$ cat src/rtl/axil_pkg.sv
// Shared widths, response codes, channel payload types and skid-buffer state
// for the AXI4-Lite register station.
package axil_pkg;

  localparam int unsigned AXIL_ADDR_W = 32;
  localparam int unsigned AXIL_DATA_W = 32;
  localparam int unsigned AXIL_STRB_W = AXIL_DATA_W / 8;
  localparam int unsigned PROT_W      = 3;
  localparam int unsigned RESP_W      = 2;

  localparam logic [RESP_W-1:0] OKAY   = 2'b00;
  localparam logic [RESP_W-1:0] EXOKAY = 2'b01;
  localparam logic [RESP_W-1:0] SLVERR = 2'b10;
  localparam logic [RESP_W-1:0] DECERR = 2'b11;

  typedef struct packed {
    logic [AXIL_ADDR_W-1:0] addr;
    logic [PROT_W-1:0]      prot;
  } axil_aw_t;

  typedef struct packed {
    logic [AXIL_DATA_W-1:0] data;
    logic [AXIL_STRB_W-1:0] strb;
  } axil_w_t;

  typedef struct packed {
    logic [RESP_W-1:0] resp;
  } axil_b_t;

  typedef struct packed {
    logic [AXIL_ADDR_W-1:0] addr;
    logic [PROT_W-1:0]      prot;
  } axil_ar_t;

  typedef struct packed {
    logic [AXIL_DATA_W-1:0] data;
    logic [RESP_W-1:0]      resp;
  } axil_r_t;

  typedef enum logic [1:0] {
    EMPTY = 2'd0,
    ONE   = 2'd1,
    FULL  = 2'd2
  } skid_state_e;

endpackage

$ cat src/rtl/axil_skid_buf.sv
// Two-entry valid/ready skid buffer: main register drives the output, skid
// register absorbs the beat in flight when the downstream stalls.
module axil_skid_buf
  import axil_pkg::*;
#(
  parameter int unsigned W = 32
) (
  input  logic         clk,
  input  logic         aresetn,
  input  logic         in_valid,
  output logic         in_ready,
  input  logic [W-1:0] in_data,
  output logic         out_valid,
  input  logic         out_ready,
  output logic [W-1:0] out_data
);

  skid_state_e  state_q;
  skid_state_e  next_state;
  logic         in_fire;
  logic         out_fire;
  logic         load_main;
  logic         main_from_skid;
  logic         load_skid;
  logic [W-1:0] main_q;
  logic [W-1:0] skid_q;

  assign in_fire  = in_valid & in_ready;
  assign out_fire = out_valid & out_ready;

  // State register; handshake flags are registered from the next state.
  always_ff @(posedge clk or negedge aresetn) begin
    if (!aresetn) begin
      state_q   <= EMPTY;
      in_ready  <= 1'b0;
      out_valid <= 1'b0;
    end else begin
      state_q   <= next_state;
      in_ready  <= (next_state != FULL);
      out_valid <= (next_state != EMPTY);
    end
  end

  always_comb begin
    next_state = state_q;
    unique case (state_q)
      EMPTY: if (in_fire) next_state = ONE;
      ONE: begin
        if (in_fire && !out_fire)      next_state = FULL;
        else if (!in_fire && out_fire) next_state = EMPTY;
      end
      FULL:    if (out_fire) next_state = ONE;
      default: next_state = EMPTY;
    endcase
  end

  // Datapath load enables; FULL never sees in_fire because in_ready is low.
  always_comb begin
    load_main      = 1'b0;
    main_from_skid = 1'b0;
    load_skid      = 1'b0;
    unique case (state_q)
      EMPTY: load_main = in_fire;
      ONE: begin
        load_main = in_fire & out_fire;
        load_skid = in_fire & ~out_fire;
      end
      FULL: begin
        load_main      = out_fire;
        main_from_skid = 1'b1;
      end
      default: ;
    endcase
  end

  always_ff @(posedge clk or negedge aresetn) begin
    if (!aresetn) begin
      main_q <= '0;
      skid_q <= '0;
    end else begin
      if (load_main) main_q <= main_from_skid ? skid_q : in_data;
      if (load_skid) skid_q <= in_data;
    end
  end

  assign out_data = main_q;

endmodule

$ cat src/rtl/axil_reg_station.sv
// AXI4-Lite register slice: one independent skid buffer per channel so that
// every output, including ready, comes straight from a flop.
module axil_reg_station
  import axil_pkg::*;
#(
  parameter int unsigned ADDR_W = 32,
  parameter int unsigned DATA_W = 32
) (
  input  logic                clk,
  input  logic                aresetn,
  input  logic                s_awvalid,
  input  logic [ADDR_W-1:0]   s_awaddr,
  input  logic [2:0]          s_awprot,
  output logic                s_awready,
  input  logic                s_wvalid,
  input  logic [DATA_W-1:0]   s_wdata,
  input  logic [DATA_W/8-1:0] s_wstrb,
  output logic                s_wready,
  output logic                s_bvalid,
  output logic [1:0]          s_bresp,
  input  logic                s_bready,
  input  logic                s_arvalid,
  input  logic [ADDR_W-1:0]   s_araddr,
  input  logic [2:0]          s_arprot,
  output logic                s_arready,
  output logic                s_rvalid,
  output logic [DATA_W-1:0]   s_rdata,
  output logic [1:0]          s_rresp,
  input  logic                s_rready,
  output logic                m_awvalid,
  output logic [ADDR_W-1:0]   m_awaddr,
  output logic [2:0]          m_awprot,
  input  logic                m_awready,
  output logic                m_wvalid,
  output logic [DATA_W-1:0]   m_wdata,
  output logic [DATA_W/8-1:0] m_wstrb,
  input  logic                m_wready,
  input  logic                m_bvalid,
  input  logic [1:0]          m_bresp,
  output logic                m_bready,
  output logic                m_arvalid,
  output logic [ADDR_W-1:0]   m_araddr,
  output logic [2:0]          m_arprot,
  input  logic                m_arready,
  input  logic                m_rvalid,
  input  logic [DATA_W-1:0]   m_rdata,
  input  logic [1:0]          m_rresp,
  output logic                m_rready
);

  localparam int unsigned STRB_W = DATA_W / 8;
  localparam int unsigned AW_W   = ADDR_W + PROT_W;
  localparam int unsigned W_W    = DATA_W + STRB_W;
  localparam int unsigned B_W    = RESP_W;
  localparam int unsigned R_W    = DATA_W + RESP_W;

  logic [AW_W-1:0] aw_out;
  logic [W_W-1:0]  w_out;
  logic [B_W-1:0]  b_out;
  logic [AW_W-1:0] ar_out;
  logic [R_W-1:0]  r_out;

  // Forward channels: s_ -> m_
  axil_skid_buf #(.W(AW_W)) u_aw (
    .clk       (clk),
    .aresetn   (aresetn),
    .in_valid  (s_awvalid),
    .in_ready  (s_awready),
    .in_data   ({s_awaddr, s_awprot}),
    .out_valid (m_awvalid),
    .out_ready (m_awready),
    .out_data  (aw_out)
  );

  axil_skid_buf #(.W(W_W)) u_w (
    .clk       (clk),
    .aresetn   (aresetn),
    .in_valid  (s_wvalid),
    .in_ready  (s_wready),
    .in_data   ({s_wdata, s_wstrb}),
    .out_valid (m_wvalid),
    .out_ready (m_wready),
    .out_data  (w_out)
  );

  axil_skid_buf #(.W(AW_W)) u_ar (
    .clk       (clk),
    .aresetn   (aresetn),
    .in_valid  (s_arvalid),
    .in_ready  (s_arready),
    .in_data   ({s_araddr, s_arprot}),
    .out_valid (m_arvalid),
    .out_ready (m_arready),
    .out_data  (ar_out)
  );

  // Reverse channels: m_ -> s_
  axil_skid_buf #(.W(B_W)) u_b (
    .clk       (clk),
    .aresetn   (aresetn),
    .in_valid  (m_bvalid),
    .in_ready  (m_bready),
    .in_data   (m_bresp),
    .out_valid (s_bvalid),
    .out_ready (s_bready),
    .out_data  (b_out)
  );

  axil_skid_buf #(.W(R_W)) u_r (
    .clk       (clk),
    .aresetn   (aresetn),
    .in_valid  (m_rvalid),
    .in_ready  (m_rready),
    .in_data   ({m_rdata, m_rresp}),
    .out_valid (s_rvalid),
    .out_ready (s_rready),
    .out_data  (r_out)
  );

  assign {m_awaddr, m_awprot} = aw_out;
  assign {m_wdata, m_wstrb}   = w_out;
  assign s_bresp              = b_out;
  assign {m_araddr, m_arprot} = ar_out;
  assign {s_rdata, s_rresp}   = r_out;

endmodule

$ cat config.mk
export PLATFORM = sky130hd
export DESIGN_NAME = axil_reg_station
export DESIGN_NICKNAME = d
export VERILOG_FILES = /design/src/rtl/axil_pkg.sv /design/src/rtl/axil_skid_buf.sv /design/src/rtl/axil_reg_station.sv
export SDC_FILE = /design/constraint.sdc
export NUM_CORES = 1
export LEC_CHECK = 0
export CAP_MARGIN = 30
export CORE_MARGIN = 2
export CORE_UTILIZATION = 40
export DETAILED_ROUTE_END_ITERATION = 16
export PLACE_DENSITY_LB_ADDON = 0.15
export SETUP_SLACK_MARGIN = 0.1
export SYNTH_ARGS = -nofsm -noshare
export SYNTH_HDL_FRONTEND = slang
export SYNTH_HIERARCHICAL = 1
export SYNTH_SLANG_ARGS = --single-unit
export TNS_END_PERCENT = 20
$ cat constraint.sdc
create_clock -name clk -period 1.7 [get_ports clk]
set_input_delay 0.34 -clock clk [delete_from_list [all_inputs] [get_ports clk]]
set_output_delay 0.34 -clock clk [all_outputs]
set_load 0.02 [all_outputs]
==> results of run 1 <==
-- routing by layer --
layer / track usage [%] / vias up
met3: 5.066 / 40
met5: 0 / -
met2: 27.19 / 203
li1: - / 3832
met4: 4.149 / 0
met1: 22.68 / 4162
-- layout make-up --
cell class                 count  area, µm²  share of cell area, %
clock buffer                  55       1064                  5.568
inverter                       5      18.77                0.09825
timing repair buffer         385       3889                  20.36
sequential                   304       7616                  39.87
multi-input combinational    501       5889                  30.83
tap                          448      560.5                  2.934
clock inverter                 3      65.06                 0.3406
-- critical path, cell delays in order (launching register included) --
cell and delay (ns):
dfrtp_2 0.47, nand2b_4 0.15, o21ai_4 0.08, a21oi_4 0.18, buf_4 0.15, clkbuf_16 0.16
mux2_4 0.30
-- stage by stage --
step | cell area [µm²] | hold slack, ns | setup slack (ns) | setup TNS, ns | power, mW
finish | 19100 | 0.3439 | 0.08087 | 0 | 37.97
global route | 19100 | 0.3661 | 0.04112 | 0 | 40.13
CTS | 18720 | 0.3529 | 0.07699 | 0 | 37.26
detailed placement | 17550 | 0.2790 | -0.2647 | -47.81 | 30.34
floorplan | 13570 | 0.04441 | 0.07533 | 0 | 23.55
global placement | 17550 | 0.2795 | -0.2467 | -45.57 | 29.97
-- kinds of logic after synthesis --
kind of cell / Yosys count / share of synthesized area, %
multiplexers: 426 / 37.28
flip-flops: 304 / 56.05
buffers and inverters: 46 / 2.757
AO/OA/AOI/OAI: 40 / 2.360
AND/OR/NAND/NOR: 35 / 1.549
-- report_power, final --
group / internal (mW) / switching (mW) / total, mW
logic: 9.98 / 7.56 / 17.5
clock network: 4.56 / 2.80 / 7.36
registers: 11.0 / 2.03 / 13.1
total: 25.6 / 12.4 / 38.0
-- worst paths after layout --
check,start,endpoint,slack [ns],cells past startpoint
worst max-delay path,u_w/state_q[1]$_DFF_PN0_,u_w/out_data[21]$_DFFE_PN0P_,0.08,6
min in group clk,s_awaddr[31],u_aw/skid_q[34]$_DFFE_PN0P_,0.48,2
worst max register to register,u_w/state_q[1]$_DFF_PN0_,u_w/out_data[21]$_DFFE_PN0P_,0.08,6
max in group asynchronous,aresetn,u_w/state_q[1]$_DFF_PN0_,0.68,3
worst min-delay path,aresetn,u_ar/out_data[5]$_DFFE_PN0P_,0.34,2
worst min register to register,u_ar/out_data[12]$_DFFE_PN0P_,u_ar/out_data[12]$_DFFE_PN0P_,0.50,1
-- repair_timing --
| action | 4_1_cts | 5_1_grt |
|---|---|---|
| setup buffers | 0 | 7 |
| hold buffers | 1 | 0 |
| resized for setup | 220 | 38 |
| pin swaps | 2 | 3 |
| setup endpoints to repair | 258 | 164 |
| cloned | 0 | 8 |
| endpoints found under the hold margin | 31 | 0 |
-- synth_stat cells --
master and count:
buf_2 17, buf_6 24, mux2_4 70, nor2_1 5, a21oi_1 1, o21ai_0 10
dfrtp_1 304, nand2b_2 1, nand3_2 3, inv_1 5, nand2_1 10, nand2b_4 4
o21a_1 10, o21ai_2 5, nand3_1 7, o2bb2ai_1 5, nor3_1 5, a21oi_4 4
a21boi_0 5, mux2_2 356
-- state kept, by name, indices dropped and copies added (netlist names), 34 cells and up --
register / cells
u_r/out_data: 34
u_w/out_data: 36
u_ar/out_data: 35
u_aw/out_data: 35
u_r/skid_q: 34
u_w/skid_q: 36
u_ar/skid_q: 35
u_aw/skid_q: 35
==> out/metrics.yaml, run 1 <==
hold_viol: 0
yosys_warnings: 6
start_util_pct: 40.58
nFillCells: 2695
grt-ovfl-total: 0
antenna_cells: 0
synthTopCellsByArea: "dfrtp_1, mux2_2, mux2_4"
arrival_ns: 1.99
drv_cap: 0
netlist_area_mm2: 0.01357
synth_cell_types: 20
nNetsFinal: 1385
wl_met1_um: 13840
viasPerCell: 4.842
areaGrowthSynthToFinish_pct: 40.75
ios: 306
hold_class: "input port to asynchronous set/reset pin"
die_x_um: 188.2
fin_skew_ns: 0.01514
cts_tree: "yes"
cts_root_buf: "clkbuf_16"
die_y_um: 188.2
worst_pin_slew_ns: 0.4244
firstDrtPassIters: 4
antenna_left: 0
most-common-layout-cells: "dfrtp_1, mux2_2, clkdlybuf4s50_1"
clkTransAtPathRegs_ns: 0.05
place_congestion: 0.7408
htreeDepth: 2
drcViolationCount: 0
mostFrequentLayoutCell: "dfrtp_1"
setup_violations: 0
fin_util_pct: 57.11
cellLeakagePower_nw: 8.804
io_buffers: 305
finalCritPeriodShare_pct: 95.24
wl_met2_um: 14560
required_ns: 2.07
fmaxAchievable_mhz: 617.6
cts_buffer_depth: 3
cts_made_buffers: 34
dr.first_iter.drc_count: 259
grt_pass1_vias: 8655
worstPathMaxFanout: 8
power_density_mw_per_mm2: 1988
antenna_found_initial: 1
synth_top_cell_by_area: "dfrtp_1"
rows: 67
irDropWorstVdd_mv: 1.075
dp.cells: 1627
critPathKind: "flop to flop"
met3_length_um: 2057
clkSinkCount: 304
routed_wl_um: 31040
cp-start-kind: "flop"
synth_seq_area_share_pct: 56.05
outcome: "complete, no violations"
dpl.hpwl_um: 20880
layout-drive-gt1-share_pct: 46.69
synth_top_cell_area_share_pct: 56.05
endpoint_kind: "flop"
grt_max_degree: 47
avgSynthCellArea_um2: 15.95
clkLatencyLatePin_ns: 0.50
avgRoutedWirePerCell_um: 18.25
synth_fp_nets: 1005
fin_cells: 1701
coreArea_mm2: 0.03345
die_area_mm2: 0.03542
slew_headroom_pct: 71.71
period_needed_ns: 1.619
synth_cells: 851
via_count: 8237
yosys_register_bits: 304
grt.total_usage_pct: 16.98
drv_slew: 0
maxUsedRoutingLayer: "met4"
rsz0062_at_grt: "yes"
grt_pass1_wl_um: 48250
Power figures use the tool's default switching activity.
==> inputs of run 2 (changes only) <==
- CTS_CLUSTER_DIAMETER: unset -> 30
- clock period: 1.7 -> 1.45 ns (I/O delays scaled with it)
==> out/metrics.yaml, run 2 (synthesis results as in run 1) <==
outcome: "finished, violations left"
violations: "negative setup slack"
required_ns: 1.88  # -0.19 ns
grt-ovfl-total: 0  # unchanged
fin_total_pwr_mw: 57.63  # +52%
cts_buffer_depth: 3  # unchanged
via_count: 8808  # +6.9%
hold_viol: 0  # unchanged
areaGrowthSynthToFinish_pct: 60.55
worst_pin_slew_ns: 0.3275  # -0.09689 ns
fin_util_pct: 65.14  # +8.0 points
layout-drive-gt1-share_pct: 64.12  # +17 points
cellLeakagePower_nw: 10.09  # +15%
irDropWorstVdd_mv: 1.486  # +38%
cts_made_buffers: 76  # +120%
htreeDepth: 3  # +1
die_y_um: 188.2  # unchanged
switching_share_pct: 30.04  # -2.6 points
grt_pass1_vias: 9482  # +9.6%
internal_power_mw: 40.32  # +58%
drv_slew: 0  # unchanged
avgRoutedWirePerCell_um: 18.01  # -1.3%
grt_pass1_wl_um: 51440  # +6.6%
finalCritPeriodShare_pct: 109.8  # +15 points
drv_cap: 0  # unchanged
fmaxAchievable_mhz: 628.3  # +1.7%
arrival_ns: 2.03  # +0.04 ns
cts_tree: "yes"
clkSinkCount: 304  # unchanged
combPwrFrac_pct: 42.8  # -3.4 points
antenna_found_initial: 2  # +1
viasPerCell: 4.795  # -0.98%
power_density_mw_per_mm2: 2645  # +33%
place_area_mm2: 0.01788  # +1.9%
critPathKind: "flop to flop"
coreArea_mm2: 0.03345  # unchanged
endpoint_kind: "flop"
routed_wl_um: 33090  # +6.6%
rows: 67  # unchanged
slowest_stage: "dfrtp_1"
dr.first_iter.drc_count: 257  # -0.77%
power_frac_seq_pct: 27.4  # -7.0 points
power_switching_mw: 17.31  # +40%
clkTransAtPathRegs_ns: 0.04  # about the same
grt.total_usage_pct: 18.24  # +1.3 points
slowest_delay_ns: 0.38  # -0.09 ns
die_area_mm2: 0.03542  # unchanged
setup_violations: 207  # +207
place_congestion: 0.7291  # -1.6%
mostFrequentLayoutCell: "dfrtp_1"
design_area_mm2: 0.02179  # +14%
crit_path_cell_trace: "buf_4, nor3_2, a21oi_4, buf_12, clkbuf_16, mux2_4"
cts_root_buf: "clkbuf_16"
ios: 306  # unchanged
antenna_left: 0  # unchanged
die_x_um: 188.2  # unchanged
rsz0062_at_grt: "yes"
cp-start-kind: "flop"
firstDrtPassIters: 4  # unchanged
nNetsFinal: 1482  # +7.0%
grt_max_degree: 59  # +26%
slew_headroom_pct: 78.16  # +6.5 points
most-common-layout-cells: "dfrtp_1, mux2_2, buf_6"
worstPathMaxFanout: 6  # -2
setup_slack_ns: -0.1415  # -0.2224 ns
start_util_pct: 40.58  # unchanged
io_buffers: 305  # unchanged
dpl.hpwl_um: 21160  # +1.3%
p_clk_share_pct: 29.8  # +10 points
drcViolationCount: 0  # unchanged
period_needed_ns: 1.592  # -0.02762 ns
hold_class: "input port to asynchronous set/reset pin"
clkLatencyLatePin_ns: 0.55  # +0.05 ns
fin_skew_ns: 0.02136  # +0.006226 ns
[run 2: cell types whose count changed in the layout (fill, tap and decap cells not counted), moves of 6 or more]
cell / delta
clkinvlp_4: +8
bufinv_16: +6
buf_16: +6
buf_4: +29
mux2_2: -16
mux2_4: +16
nand2_1: -6
clkdlybuf4s15_1: -9
clkbuf_8: +10
clkbuf_16: +41
dlygate4sd2_1: -140
clkinv_2: +8
buf_6: +168
[run 2: area by class of cell]
class | count | area (µm²)
Multi-Input combinational cell | 501 | 6041
Clock inverter | 31 | 412.9
Tap cell | 448 | 560.5
Inverter | 5 | 18.77
Sequential cell | 304 | 7622
Antenna cell | 1 | 2.502
Clock buffer | 107 | 2252
Timing Repair Buffer | 440 | 4880
Fill cell | 2366 | 11660
[run 2: worst paths after layout]
check / from / end / slack, ns / depth (start not counted)
worst max-delay path: u_r/state_q[0]$_DFF_PN0_ / u_r/out_data[23]$_DFFE_PN0P_ / -0.14 / 6
worst min-delay path: aresetn / u_ar/out_data[30]$_DFFE_PN0P_ / 0.21 / 2
worst max register to register: u_r/state_q[0]$_DFF_PN0_ / u_r/out_data[23]$_DFFE_PN0P_ / -0.14 / 6
worst min register to register: u_aw/skid_q[28]$_DFFE_PN0P_ / u_aw/skid_q[28]$_DFFE_PN0P_ / 0.50 / 1
max in group asynchronous: aresetn / u_aw/out_data[8]$_DFFE_PN0P_ / 0.56 / 4
min in group clk: m_rdata[10] / u_r/skid_q[12]$_DFFE_PN0P_ / 0.37 / 2
[run 2: repair_timing]
action	in CTS	in global routing
resized for setup	909	143
buffers inserted	29	4
hold buffers	1	0
pin swaps	7	9
endpoints found under the hold margin	265	0
cloned	5	6
endpoints found under the setup margin	434	439
[run 2: metal layers]
metal	global-route usage (%)	wire length (µm)
met1	22.46	14170
met2	29.32	15580
met3	7.115	2680
met4	6.239	660
met5	0	0
[run 2: power by group through the flow]
stage          registers (mW)  clock network (mW)  logic, mW
6_report                 15.8                17.2       24.7
5_1_grt                  16.3                18.0       26.1
4_1_cts                  15.7                17.5       23.1
3_5_place_dp             15.3                   0       21.0
3_3_place_gp             15.2                   0       20.7
2_1_floorplan            17.6                   0       10.4
[run 2: per-stage QoR]
| step | std cells | hold WS [ns] | worst slack, ns | setup TNS, ns |
|---|---|---|---|---|
| global route | 1836 | 0.2127 | -0.1742 | -27.54 |
| finish | 1837 | 0.2074 | -0.1415 | -16.19 |
| global placement | 1653 | 0.1805 | -0.4012 | -97.43 |
| floorplan | 851 | -0.005591 | -0.05991 | -8.225 |
| CTS | 1826 | 0.1891 | -0.1109 | -16.24 |
| detailed placement | 1653 | 0.1811 | -0.4489 | -100.30 |
[run 2: critical path: cells and delay by family (launching register included)]
kind                   cells  cell delay (ns)
and+or+nand+nor            1             0.25
DFF                        1             0.38
AOI/OAI and AO/OA          1             0.08
muxes                      1             0.29
buffers and inverters      3             0.46
==> inputs of run 3 (changes only) <==
- RECOVER_POWER: unset -> 25
==> out/metrics.yaml, run 3 (synthesis results as in run 1) <==
hold_viol: 0  # unchanged
areaGrowthSynthToFinish_pct: 60.27
grt_pass1_wl_um: 51440  # unchanged
hold_class: "input port to flop"
grt_pass1_vias: 9482  # unchanged
cp-start-kind: "flop"
cts_buffer_depth: 3  # unchanged
drv_slew: 0  # unchanged
critPathBufInv: 3  # unchanged
crit_path_cell_trace: "buf_4, nor3_2, a21oi_4, buf_12, clkbuf_16, mux2_4"
io_buffers: 305  # unchanged
slowest_delay_ns: 0.38  # about the same
endpoint_kind: "flop"
clkSinkCount: 304  # unchanged
power_switching_mw: 17.31  # about the same
antenna_left: 0  # unchanged
nFillCells: 2370  # +0.17%
power_density_mw_per_mm2: 2649  # +0.14%
fin_skew_ns: 0.02151  # +0.0001512 ns
worst_pin_slew_ns: 0.8989  # +0.5714 ns
layout-drive-gt1-share_pct: 64.12  # unchanged
cts_tree: "yes"
violations: "negative setup slack"
die_area_mm2: 0.03542  # unchanged
combPwrFrac_pct: 42.8  # about the same
dr.first_iter.drc_count: 263  # +2.3%
finalCritPeriodShare_pct: 109.8  # unchanged
via_count: 8815  # +0.079%
viasPerCell: 4.799  # about the same
clkLatencyLatePin_ns: 0.55  # about the same
ios: 306  # unchanged
drv_cap: 0  # unchanged
fmaxAchievable_mhz: 628.3  # about the same
irDropWorstVdd_mv: 1.486  # about the same
cts_made_buffers: 76  # unchanged
die_y_um: 188.2  # unchanged
switching_share_pct: 30.04  # about the same
critPathKind: "flop to flop"
design_area_mm2: 0.02175  # -0.17%
start_util_pct: 40.58  # unchanged
required_ns: 1.88  # about the same
nNetsFinal: 1482  # unchanged
drcViolationCount: 0  # unchanged
place_congestion: 0.7291  # unchanged
rsz0062_at_grt: "yes"
most-common-layout-cells: "dfrtp_1, mux2_2, buf_6"
clkTransAtPathRegs_ns: 0.04  # about the same
arrival_ns: 2.03  # about the same
dp.cells: 1653  # unchanged
dpl.hpwl_um: 21160  # unchanged
period_needed_ns: 1.592  # unchanged
htreeDepth: 3  # unchanged
mostFrequentLayoutCell: "dfrtp_1"
coreArea_mm2: 0.03345  # unchanged
place_area_mm2: 0.01788  # unchanged
outcome: "finished, violations left"
p_clk_share_pct: 29.8  # about the same
setup_slack_ns: -0.1415  # unchanged
slowest_stage: "dfrtp_1"
firstDrtPassIters: 4  # unchanged
grt_max_degree: 59  # unchanged
grt-ovfl-total: 0  # unchanged
avgRoutedWirePerCell_um: 17.99  # -0.11%
slew_headroom_pct: 40.07  # -38 points
internal_power_mw: 40.31  # about the same
die_x_um: 188.2  # unchanged
rows: 67  # unchanged
setup_violations: 209  # +0.97%
power_frac_seq_pct: 27.4  # about the same
grt.total_usage_pct: 18.24  # unchanged
routed_wl_um: 33050  # -0.11%
setup-tns-final_ns: -16.09  # +0.1027 ns
critPathTopFamily: "buffers and inverters"
fin_cells: 1837  # unchanged
antenna_found_initial: 2  # unchanged
worstPathMaxFanout: 6  # unchanged
cellLeakagePower_nw: 10.08  # -0.13%
cts_root_buf: "clkbuf_16"
-- run 3: changes by cell type in the layout (fill, tap and decap cells not counted) --
cell      previous run  this run
buf_8                5         4
clkbuf_2             0         5
buf_12              23        21
buf_4               72        67
buf_6              176       178
clkbuf_4             0         1
-- run 3: power groups by stage --
stage	registers, mW	logic (mW)	clock network, mW
floorplan	17.6	10.4	0
global placement	15.2	20.7	0
detailed placement	15.3	21.0	0
CTS	15.7	23.1	17.5
global route	16.3	26.1	18.0
finish	15.8	24.7	17.2
-- run 3: through the flow --
stage / utilization (%) / setup slack [ns] / total power, mW / hold slack, ns
4_1_cts: 63.64 / -0.1109 / 56.24 / 0.1891
5_1_grt: 65.02 / -0.1742 / 60.45 / 0.3596
2_1_floorplan: - / -0.05991 / 28.04 / -0.005591
3_5_place_dp: 53.47 / -0.4489 / 36.33 / 0.1811
6_report: 65.03 / -0.1415 / 57.62 / 0.3743
3_3_place_gp: 53.47 / -0.4012 / 35.88 / 0.1805
-- run 3: path summary, 6_finish.rpt --
kind | start | to | slack, ns | cells past startpoint
setup reg to reg | u_r/state_q[0]$_DFF_PN0_ | u_r/out_data[23]$_DFFE_PN0P_ | -0.14 | 6
setup / recovery | u_r/state_q[0]$_DFF_PN0_ | u_r/out_data[23]$_DFFE_PN0P_ | -0.14 | 6
hold reg to reg | u_ar/skid_q[15]$_DFFE_PN0P_ | u_ar/skid_q[15]$_DFFE_PN0P_ | 0.50 | 1
min in group asynchronous | aresetn | u_ar/out_data[30]$_DFFE_PN0P_ | 0.41 | 2
hold / removal | m_rdata[10] | u_r/skid_q[12]$_DFFE_PN0P_ | 0.37 | 2
max in group asynchronous | aresetn | u_aw/out_data[8]$_DFFE_PN0P_ | 0.03 | 4
-- run 3: timing repair --
item	CTS	global route
buffers inserted	29	4
gates resized for setup	909	143
cloned	5	6
endpoints found under the setup margin	434	439
endpoints found under the hold margin	265	0
hold buffers	1	0
pin swaps	7	9
-- run 3: per-layer routing --
metal  GRT usage, %  vias to the layer above  part of all wire, %
met2          29.32                      247                   47
met1          22.46                     4445                   43
met3          7.115                       51                  8.1
met5              0                        -                    0
li1               -                     4072                    -
met4          6.239                        0                  2.0
-- run 3: cell type report --
class                   count  area, µm²  share of cell area, %
inverters                   5      18.77                0.08628
well taps                 448      560.5                  2.577
flip-flops and latches    304       7622                  35.04
repair buffers            440       4842                  22.26
diodes                      1      2.502                0.01150
multi-input cells         501       6041                  27.77
clock buffers             107       2252                  10.35
clock inverters            31      412.9                  1.898
-- run 3: worst register-to-register path: cells and delay by family (launching register included) --
kind	cells	cell delay, ns
simple gates	1	0.26
compound gates	1	0.08
flops	1	0.38
mux	1	0.29
buf+inv	3	0.47
